**src/rtl/bp_pkg.sv**
```systemverilog
`default_nettype none
// ============================================================================
//  Module      : bp_pkg
//  Description : Shared branch-prediction definitions used by the BHT and the
//                branch resolve unit: 2-bit counter encoding, the saturating
//                counter step function and the pipeline tracking entry.
//  Revision    : 1.0 - initial release
// ============================================================================
package bp_pkg;

    localparam int c_PC_W = 32;

    // 2-bit saturating counter encoding, MSB is the predicted direction
    localparam logic [1:0] SNT = 2'b00;  // strongly not taken
    localparam logic [1:0] WNT = 2'b01;  // weakly not taken
    localparam logic [1:0] WT  = 2'b10;  // weakly taken
    localparam logic [1:0] ST  = 2'b11;  // strongly taken

    // Prediction carried alongside an instruction from IF to EX
    typedef struct packed {
        logic              valid;
        logic [c_PC_W-1:0] pc;
        logic              pred_taken;
        logic [1:0]        ctr;
        logic [c_PC_W-1:0] pred_target;
    } bp_entry_t;

    // One training step: move toward ST on taken, toward SNT otherwise
    function automatic logic [1:0] ctr_next(input logic [1:0] ctr, input logic taken);
        logic [1:0] v_res;
        if (taken) begin
            v_res = (ctr == ST) ? ST : ctr + 2'd1;
        end else begin
            v_res = (ctr == SNT) ? SNT : ctr - 2'd1;
        end
        return v_res;
    endfunction

endpackage
`default_nettype wire

```
**src/rtl/branch_resolve_unit_if.sv**
```systemverilog
`default_nettype none
// ============================================================================
//  Module      : branch_resolve_unit_if
//  Description : Fetch-side prediction inputs, EX-side resolution inputs and
//                flush / redirect / BHT write-back / statistics outputs of the
//                branch resolve unit.
//  Revision    : 1.0 - initial release
// ============================================================================
interface branch_resolve_unit_if #(
    parameter int IDX_W = 10,
    parameter int CNT_W = 32
) ();
    logic             if_valid;
    logic [31:0]      if_pc;
    logic             if_pred_taken;
    logic [1:0]       if_pred_ctr;
    logic [31:0]      if_pred_target;
    logic             stall;
    logic             ex_is_branch;
    logic             ex_taken;
    logic [31:0]      ex_target;
    logic             flush;
    logic             redirect_valid;
    logic [31:0]      redirect_pc;
    logic             upd_we;
    logic [IDX_W-1:0] upd_idx;
    logic [1:0]       upd_ctr;
    logic [CNT_W-1:0] br_count;
    logic [CNT_W-1:0] miss_count;

    // Pipeline / test driver side
    modport master (
        output if_valid, if_pc, if_pred_taken, if_pred_ctr, if_pred_target,
        output stall, ex_is_branch, ex_taken, ex_target,
        input  flush, redirect_valid, redirect_pc,
        input  upd_we, upd_idx, upd_ctr, br_count, miss_count
    );

    // Branch resolve unit side
    modport slave (
        input  if_valid, if_pc, if_pred_taken, if_pred_ctr, if_pred_target,
        input  stall, ex_is_branch, ex_taken, ex_target,
        output flush, redirect_valid, redirect_pc,
        output upd_we, upd_idx, upd_ctr, br_count, miss_count
    );
endinterface
`default_nettype wire

```
**src/rtl/bp_sat_counter.sv**
```systemverilog
`default_nettype none
// ============================================================================
//  Module      : bp_sat_counter
//  Description : Combinational 2-bit saturating counter step, shared with the
//                BHT for in-table updates.
//  Revision    : 1.0 - initial release
// ============================================================================
module bp_sat_counter
    import bp_pkg::*;
(
    input  wire logic [1:0] i_ctr,
    input  wire logic       i_taken,
    output logic      [1:0] o_ctr
);

    assign o_ctr = ctr_next(i_ctr, i_taken);

endmodule
`default_nettype wire

```
**src/rtl/branch_resolve_unit.sv**
```systemverilog
`default_nettype none
// ============================================================================
//  Module      : branch_resolve_unit
//  Description : Carries each instruction's branch prediction through ID and
//                EX, detects mispredicts in EX (flush + redirect), writes the
//                trained counter back to the BHT one cycle later and keeps
//                saturating branch / mispredict statistics.
//  Revision    : 1.0 - initial release
// ============================================================================
module branch_resolve_unit
    import bp_pkg::*;
#(
    parameter int IDX_W = 10,
    parameter int CNT_W = 32
) (
    input  wire logic             clk,
    input  wire logic             rst_n,
    branch_resolve_unit_if.slave  bus
);

    bp_entry_t        r_id;
    bp_entry_t        r_ex;
    logic             r_upd_we;
    logic [IDX_W-1:0] r_upd_idx;
    logic [1:0]       r_upd_ctr;
    logic [CNT_W-1:0] r_br_count;
    logic [CNT_W-1:0] r_miss_count;

    bp_entry_t        w_if_entry;
    logic             w_resolve;
    logic             w_dir_miss;
    logic             w_tgt_miss;
    logic             w_mispredict;
    logic [31:0]      w_fallthru;
    logic [IDX_W-1:0] w_ex_idx;
    logic             w_fwd;
    logic [1:0]       w_base_ctr;
    logic [1:0]       w_new_ctr;

    assign w_if_entry = '{valid:       bus.if_valid,
                          pc:          bus.if_pc,
                          pred_taken:  bus.if_pred_taken,
                          ctr:         bus.if_pred_ctr,
                          pred_target: bus.if_pred_target};

    // A redirect kills ID and blocks the ID->EX move; a stall only bubbles EX
    always_ff @(posedge clk or negedge rst_n) begin
        if (!rst_n) begin
            r_id <= '0;
            r_ex <= '0;
        end else begin
            if (w_mispredict) begin
                r_id.valid <= 1'b0;
            end else if (!bus.stall) begin
                r_id <= w_if_entry;
            end
            if (w_mispredict || bus.stall) begin
                r_ex.valid <= 1'b0;
            end else begin
                r_ex <= r_id;
            end
        end
    end

    // Only a live conditional branch in EX is resolved
    assign w_resolve    = r_ex.valid & bus.ex_is_branch;
    assign w_dir_miss   = r_ex.pred_taken != bus.ex_taken;
    assign w_tgt_miss   = r_ex.pred_taken & bus.ex_taken & (r_ex.pred_target != bus.ex_target);
    assign w_mispredict = w_resolve & (w_dir_miss | w_tgt_miss);
    assign w_fallthru   = r_ex.pc + 32'd4;

    assign bus.flush          = w_mispredict;
    assign bus.redirect_valid = w_mispredict;
    assign bus.redirect_pc    = w_mispredict ? (bus.ex_taken ? bus.ex_target : w_fallthru) : 32'd0;

    // The counter snapshot taken in IF is stale if the same entry is being
    // written back right now, so use the value in flight instead
    assign w_ex_idx   = r_ex.pc[IDX_W+1:2];
    assign w_fwd      = r_upd_we & (r_upd_idx == w_ex_idx);
    assign w_base_ctr = w_fwd ? r_upd_ctr : r_ex.ctr;

    bp_sat_counter u_sat_counter (
        .i_ctr   (w_base_ctr),
        .i_taken (bus.ex_taken),
        .o_ctr   (w_new_ctr)
    );

    // BHT write-back, one cycle after resolution
    always_ff @(posedge clk or negedge rst_n) begin
        if (!rst_n) begin
            r_upd_we  <= 1'b0;
            r_upd_idx <= '0;
            r_upd_ctr <= SNT;
        end else begin
            r_upd_we <= w_resolve;
            if (w_resolve) begin
                r_upd_idx <= w_ex_idx;
                r_upd_ctr <= w_new_ctr;
            end
        end
    end

    // Saturating branch and mispredict statistics
    always_ff @(posedge clk or negedge rst_n) begin
        if (!rst_n) begin
            r_br_count   <= '0;
            r_miss_count <= '0;
        end else begin
            if (w_resolve && !(&r_br_count)) begin
                r_br_count <= r_br_count + 1'b1;
            end
            if (w_mispredict && !(&r_miss_count)) begin
                r_miss_count <= r_miss_count + 1'b1;
            end
        end
    end

    assign bus.upd_we     = r_upd_we;
    assign bus.upd_idx    = r_upd_idx;
    assign bus.upd_ctr    = r_upd_ctr;
    assign bus.br_count   = r_br_count;
    assign bus.miss_count = r_miss_count;

endmodule
`default_nettype wire
```
**src/flat_wrapper.sv**
```systemverilog
// flat-port wrapper written by rule: the top's interface ports become plain ports
module branch_resolve_unit_flat import bp_pkg::*;
#(
    parameter int IDX_W = 10,
    parameter int CNT_W = 32
)
  (clk, rst_n, bus_if_valid, bus_if_pc, bus_if_pred_taken, bus_if_pred_ctr, bus_if_pred_target, bus_stall, bus_ex_is_branch, bus_ex_taken, bus_ex_target, bus_flush, bus_redirect_valid, bus_redirect_pc, bus_upd_we, bus_upd_idx, bus_upd_ctr, bus_br_count, bus_miss_count);
  branch_resolve_unit_if #(.IDX_W(IDX_W), .CNT_W(CNT_W)) bus_i ();
  input  wire logic clk;
  input  wire logic rst_n;
  input wire logic [$bits(bus_i.if_valid)-1:0] bus_if_valid;
  input wire logic [$bits(bus_i.if_pc)-1:0] bus_if_pc;
  input wire logic [$bits(bus_i.if_pred_taken)-1:0] bus_if_pred_taken;
  input wire logic [$bits(bus_i.if_pred_ctr)-1:0] bus_if_pred_ctr;
  input wire logic [$bits(bus_i.if_pred_target)-1:0] bus_if_pred_target;
  input wire logic [$bits(bus_i.stall)-1:0] bus_stall;
  input wire logic [$bits(bus_i.ex_is_branch)-1:0] bus_ex_is_branch;
  input wire logic [$bits(bus_i.ex_taken)-1:0] bus_ex_taken;
  input wire logic [$bits(bus_i.ex_target)-1:0] bus_ex_target;
  output wire logic [$bits(bus_i.flush)-1:0] bus_flush;
  output wire logic [$bits(bus_i.redirect_valid)-1:0] bus_redirect_valid;
  output wire logic [$bits(bus_i.redirect_pc)-1:0] bus_redirect_pc;
  output wire logic [$bits(bus_i.upd_we)-1:0] bus_upd_we;
  output wire logic [$bits(bus_i.upd_idx)-1:0] bus_upd_idx;
  output wire logic [$bits(bus_i.upd_ctr)-1:0] bus_upd_ctr;
  output wire logic [$bits(bus_i.br_count)-1:0] bus_br_count;
  output wire logic [$bits(bus_i.miss_count)-1:0] bus_miss_count;
  assign bus_i.if_valid = bus_if_valid;
  assign bus_i.if_pc = bus_if_pc;
  assign bus_i.if_pred_taken = bus_if_pred_taken;
  assign bus_i.if_pred_ctr = bus_if_pred_ctr;
  assign bus_i.if_pred_target = bus_if_pred_target;
  assign bus_i.stall = bus_stall;
  assign bus_i.ex_is_branch = bus_ex_is_branch;
  assign bus_i.ex_taken = bus_ex_taken;
  assign bus_i.ex_target = bus_ex_target;
  assign bus_flush = bus_i.flush;
  assign bus_redirect_valid = bus_i.redirect_valid;
  assign bus_redirect_pc = bus_i.redirect_pc;
  assign bus_upd_we = bus_i.upd_we;
  assign bus_upd_idx = bus_i.upd_idx;
  assign bus_upd_ctr = bus_i.upd_ctr;
  assign bus_br_count = bus_i.br_count;
  assign bus_miss_count = bus_i.miss_count;
  branch_resolve_unit #(.IDX_W(IDX_W), .CNT_W(CNT_W)) u_core (.clk(clk), .rst_n(rst_n), .bus(bus_i));
endmodule
```
**config.mk**
```make
export PLATFORM = sky130hd
export DESIGN_NAME = branch_resolve_unit_flat
export DESIGN_NICKNAME = d
export VERILOG_FILES = /design/src/rtl/bp_pkg.sv /design/src/rtl/branch_resolve_unit_if.sv /design/src/rtl/bp_sat_counter.sv /design/src/rtl/branch_resolve_unit.sv /design/src/flat_wrapper.sv
export SDC_FILE = /design/constraint.sdc
export NUM_CORES = 1
export LEC_CHECK = 0
export CAP_MARGIN = 15
export CORE_MARGIN = 1
export CORE_UTILIZATION = 25
export DETAILED_ROUTE_END_ITERATION = 8
export DONT_BUFFER_PORTS = 1
export HOLD_SLACK_MARGIN = 0.1
export PLACE_DENSITY = 0.5
export SYNTH_ARGS = -nofsm -noshare
export SYNTH_HDL_FRONTEND = slang
export SYNTH_SLANG_ARGS = --single-unit
```
**constraint.sdc**
```tcl
create_clock -name clk -period 2.85 [get_ports clk]
set_input_delay 0.1425 -clock clk [delete_from_list [all_inputs] [get_ports clk]]
set_output_delay 0.1425 -clock clk [all_outputs]
set_load 0.01 [all_outputs]
```
Word-level counts from Yosys, hierarchy flattened

Index checks and enable logic that the tools add are counted.

Reductions and logical operators: 9
Multiplexer cells: 9
$mul: 0
Shifts and indexed selects: 0
Bitwise gates (word level): 8
Equality and inequality tests: 5
Div/mod/pow operators: 0
Magnitude comparators: 0
$add $sub $neg: 5

Operators with widths:

| kind                                             | number |
|---|---|
| 2-to-1 mux 68 bit                                | 1 |
| adder 32 x 1 -> 32 bit, second input constant    | 2 |
| 2-to-1 mux 32 bit                                | 2 |
| AND reduction 32 bit                             | 2 |
| adder 32 x 3 -> 32 bit, second input constant    | 1 |
| != test 32 bit                                   | 1 |
| equality test 10 bit                             | 1 |
| 2-to-1 mux 2 bit                                 | 4 |
| AND 1 bit                                        | 5 |
| adder 2 x 1 -> 2 bit, second input constant      | 1 |
| equality test 2 bit, second input constant       | 1 |
| logical AND 1 bit                                | 2 |
| zero test 1 bit                                  | 2 |
| zero test 2 bit                                  | 1 |
| 2-to-1 mux 1 bit                                 | 2 |
| != test 2 x 1 -> 1 bit, second input constant    | 1 |
| inverter 1 bit                                   | 2 |
| AND reduction 2 bit                              | 1 |
| subtractor 2 x 1 -> 2 bit, second input constant | 1 |
| logical OR 1 bit                                 | 1 |
| != test 1 bit                                    | 1 |
| OR 1 bit                                         | 1 |

Memory bits (writable): 0
Memories kept: 0
Word-level logic and storage cells: 51
Output and inout bits: 111
Bits in latches: 0
Flip-flop bits (word level): 213
Memory bits (read-only): 0

Longest topological paths before layout

Depth after elaboration: 6
Depth in mapped cells: 9
Depth with buffers taken out: 7

Modules after synthesis

From an unflattened synthesis, not the netlist that was laid out.

Cells, all modules: 860
Area total of the unflattened synthesis: 10149.7 sq um

Modules (own cells, without submodules):

| module              | cells each | area each (sq um) | instances |
|---|---|---|---|
| branch_resolve_unit | 857        | 10123.5           | 1 |
| bp_sat_counter      | 3          | 26.3              | 1 |

Worst setup path before layout

OpenSTA, ideal clock, no wires.

Path type: reg-to-output
Start: reg u_core.r_ex[37] (netlist bit)
End: out bus_redirect_pc[26]
Data required time: 2.707 ns
Arrival time: 2.136 ns
Stages on the path, launching flop included: 8
Setup slack: 0.571 ns
Cells stage by stage: dfrtp_1 > ha_1 > nand3_1 > or4_1 > buf_4 > nor2_4 > or4b_1 > a31oi_1

Cells in the longest elaborated chain, start to end: 3

Ends and longest elaborated chain:

| element                        | line                      | text |
|---|---|---|
| from (decl)                    | branch_resolve_unit.sv:22 | `bp_entry_t r_ex;` |
| from (signal assigned)         | branch_resolve_unit.sv:60 | `r_ex <= r_id;` |
| adder 32 x 3 -> 32 bit         | branch_resolve_unit.sv:70 | `assign w_fallthru = r_ex.pc + 32'd4;` |
| 2-to-1 mux 32 bit (2 in a row) | branch_resolve_unit.sv:74 | `assign bus.redirect_pc = w_mispredict ? (bus.ex_taken ? bus.ex_target : w_fallthru) : 32'd0;` |
| to (decl)                      | flat_wrapper.sv:22        | `output wire logic [$bits(bus_i.redirect_pc)-1:0] bus_redirect_pc;` |

No other way between the ends.

Final worst setup path

Start: reg u_core.r_ex[38] (netlist bit)
End: out bus_redirect_pc[26]

The elaborated chain is that of the path after synthesis.

==> summary.md <==
| Metric | Value |
|---|---|
| Pin count of the biggest net entering global routing | 214 |
| DRT Pass-1 Iters | 4 |
| DRT antenna net count | 0 |
| Internal power | 6.701 mW |
| Total of max-cap violations | 0 |
| Die W | 204.2 um |
| Reg2reg path depth | 10 |
| Mean post-synth cell area | 11.63 um^2 |
| CTS Buffer Depth | 3 |
| Cell chain of the critical path | ha_2, nand3_1, or4_4, nor2_4, or4b_4, a31oi_4 |
| Via Count | 7148 |
| Area growth, synth to finish | 29.06% |
| Mapped Nets | 988 |
| Hold buffers post-CTS | 71 |
| Share of cells above drive strength 1 | 22.12% |
| Fin Setup TNS | 0 ns |
| First DRT Iteration DRCs | 300 |
| DP HPWL | roughly 22000 um |
| TritonCTS Sinks | ~210 |
| Final Skew | ~0.024 ns |
| Peak supply drop | 0.0004244 V |
| Fillcell total | 4040 |
| Slew at the pin closest to its max-slew limit | between 0.5 and 0.6 ns |
| Setup WS post-layout | 0.1239 ns |
| Die H | 204.2 um |
| Vias per inst | about 4.6 |
| Root buffer cell | clkbuf_16 |
| Synth Area in Compound Gates | 3.573% |
| Vias in the first global route | 7691 |
| R2R setup slack | ~0.22 ns |
| Simple-Gate Fraction of Synth Area | 13.29% |
| Ranking of synthesized cells by area | dfrtp_1 (52%), xnor2_1 (8.9%), mux2_2 (8.5%), mux2_1 (6.6%), nand2_1 (2.7%) |
| Max Fclk | 0.3668 GHz |
| Final min period | 2.726 ns |
| Fin crit share | between 90% and 100% |
| Post-synth EDFFs | 0 |
| First-pass GRT wire length | 46630 um |
| CP max stage delay | 0.49 ns |
| Final Max Slew Viols | 0 |
| Pre-CTS WS | approximately 0.17 ns |
| Avg WL per Cell | 19.54 um |
| Pwr dens | 705.1 nW/um^2 |
| Crit path max-delay family | simple AND/OR/NAND/NOR gates |
| LEAKAGE | 5.438 nW |
| Startpoint type of the worst setup path | register |
| Multiplexer share of the synthesized area | 16.46% |
| Die area | 41720 um^2 |
| CTS clock-pin slew for the worst setup and hold paths | 0.06 ns |
| Std-Cell Rows | between 70 and 80 |
| Top cell type's share of synthesized area | 52.12% |
| Top FF cell, synth | dfrtp_1 |
| Stages on the worst setup path | 6 |
| Clk network pwr share | 39.3% |
| I/O pin total | between 200 and 250 |
| DRC errors left | 0 |
| Core Region | 40010 um^2 |
| Gpl congestion | 0.8298 |
| Seq/Total Area, Yosys | 52.12% |
| Switch Pwr | 2.605 mW |
| Register bit total from synthesis | 213 |
| RSZ-0062 raised after global routing | yes |
| Crit end category | output pin |
| Crit path kind | register to output pin |
| Netlist cell types | 46 |
| Logic pwr share | 17.1% |
| Crit path buf inv count | 0 |
| Post-synth ARST share | 100.0% |
| Clk_lat worst skew | about 0.55 ns |
| Largest family of logic cells by synthesized area | multiplexers |
| Mapped Cells | about 880 |
| Slew Limit Headroom | 60.34% |
| WL final | 30130 um |
| IO buf count | 0 |
| Total CTS buffers | 26 |
| Switching part of the total power | 27.99% |
| Fin nets | 1106 |
| Sequential share of power | 43.5% |
| Failing checks | negative hold slack |
| Worst hold path type | input port to asynchronous set/reset pin |
| Hold Violations, Final | 213 |
| Critical Path AT | 2.58 ns |
| Worst endpoint required time | 2.71 ns |
| Top cell type by total area after synthesis | dfrtp_1 |
| Hold_ws | -0.7114 ns |
| CTS tree | yes |
| CTS H-tree lvls | 1 |
| Initial antenna violation count | 0 |
| Yosys warnings | 0 |
| Outcome | finished with violations |
| ANT cells | 0 |
| CP max FO | 3 |
| # setup viols final | 0 |
| Synthesized cell area | 10230 um^2 |
| Grt total ovfl | 0 |
| Synth Area in XOR/XNOR | 11.05% |
| Util after Layout | 32.99% |
| GRT Total Usage | 14.56% |
| Crit-path slowest cell | or4b_4 |
| Post-synthesis adder-cell area fraction | 0.6852% |
| Initial Util | 25.56% |
==> Yosys cell counts (all sizes together), types with 7 or more instances <==
| master | n |
|---|---|
| clkbuf | 23 |
| nand2 | 74 |
| nor3 | 15 |
| a21oi | 10 |
| nor2 | 59 |
| mux2i | 14 |
| nand3 | 31 |
| o21ai | 8 |
| and3 | 17 |
| inv | 14 |
| xor2 | 25 |
| dfrtp | 213 |
| o211ai | 7 |
| buf | 19 |
| xnor2 | 104 |
| nor4 | 8 |
| nand4 | 43 |
| mux2 | 137 |
| and4 | 10 |
| a211oi | 15 |
==> sequential cells by signal, indices dropped and copies added (netlist names) <==
register / count
u_core.bus.upd_ctr: 2
u_core.bus.miss_count: 32
u_core.bus.upd_idx: 10
u_core.r_id: 68
u_core.r_ex: 68
u_core.bus.br_count: 32
u_core.bus.upd_we: 1
==> timing repair <==
item,CTS,global route
setup endpoints to repair,34,33
gates cloned,1,1
resized for setup,23,27
endpoints found under the hold margin,315,213
pin swaps,9,17
setup buffers,5,4
==> power groups by stage <==
| stage | Sequential [mW] | Combinational, mW | Clock (mW) |
|---|---|---|---|
| after global routing | 4.14 | 1.77 | 3.92 |
| after detailed placement | 4.10 | 1.45 | 0 |
| after global placement | 4.09 | 1.43 | 0 |
| after floorplan | 3.95 | 1.05 | 0 |
| final | 4.05 | 1.59 | 3.66 |
| after CTS | 4.06 | 1.59 | 3.78 |
==> cells by family (layout without fill, tap and decap cells) <==
| logic type | Yosys count | count (layout) |
|---|---|---|
| AO/OA/AOI/OAI | 53 | 53 |
| XOR/XNOR | 129 | 129 |
| adder cells (fa/ha/maj) | 6 | 6 |
| buffers and inverters | 58 | 196 |
| flip-flops | 213 | 213 |
| multiplexers | 151 | 151 |
| AND/OR/NAND/NOR | 269 | 269 |
==> metrics by stage <==
step           total power, mW  instances  cell area [um^2]
2_1_floorplan            5.002        879             10230
3_3_place_gp             5.511       1412             11160
3_5_place_dp             5.549       1412             11160
4_1_cts                  9.432       1537             13020
5_1_grt                  9.832       1542             13200
6_report                 9.306       1542             13200
==> routing by layer <==
| metal | up-vias | wire length (um) | global-route usage [%] |
|---|---|---|---|
| met3 | 45 | 2759 | 5.867 |
| met2 | 210 | 14670 | 24.90 |
| met4 | 0 | 520 | 3.092 |
| met5 | - | 0 | 0 |
| met1 | 3571 | 12180 | 16.98 |
| li1 | 3322 | - | - |
==> worst paths after layout <==
| path | end | from |
|---|---|---|
| setup / recovery | bus_redirect_pc[26] | u_core.r_ex[38] |
| hold / removal | u_core.r_id[25] | rst_n |
| setup reg to reg | u_core.r_ex[35] | u_core.r_ex[12] |
| hold reg to reg | u_core.r_ex[38] | u_core.r_id[38] |
| max in group asynchronous | u_core.bus.br_count[1] | rst_n |
| min in group clk | u_core.bus.upd_ctr[1] | bus_ex_taken |
==> placed cells by master, fill, tap and decap left out, types with 5 or more instances in the layout <==
cell           count
dfrtp_1          212
xnor2_1           97
mux2_2            77
nand2_1           74
dlygate4sd3_1     71
mux2_1            60
buf_4             48
nor2_1            46
nand4_1           42
nand3_1           31
clkbuf_16         27
xor2_1            25
and3_1            17
inv_1             14
mux2i_1           14
clkbuf_8          14
nor3_1            12
a211oi_1          12
and4_1            10
buf_12             9
nor2_4             8
o21ai_0            8
xnor2_2            7
o211ai_1           7
nor4_1             6
a21oi_1            6
and2_1             5
nor2_2             5
==> layout make-up <==
cell class / instances / area [um^2] / area share, %
flip-flops and latches: 213 / 5331 / 40.40
multi-input cells: 608 / 4851 / 36.76
repair buffers: 132 / 1326 / 10.05
clock buffers: 41 / 847.1 / 6.418
well taps: 525 / 656.9 / 4.977
clock inverters: 7 / 125.1 / 0.9480
inverters: 16 / 60.06 / 0.4551
No activity file was read; power rests on OpenSTA's default activity.
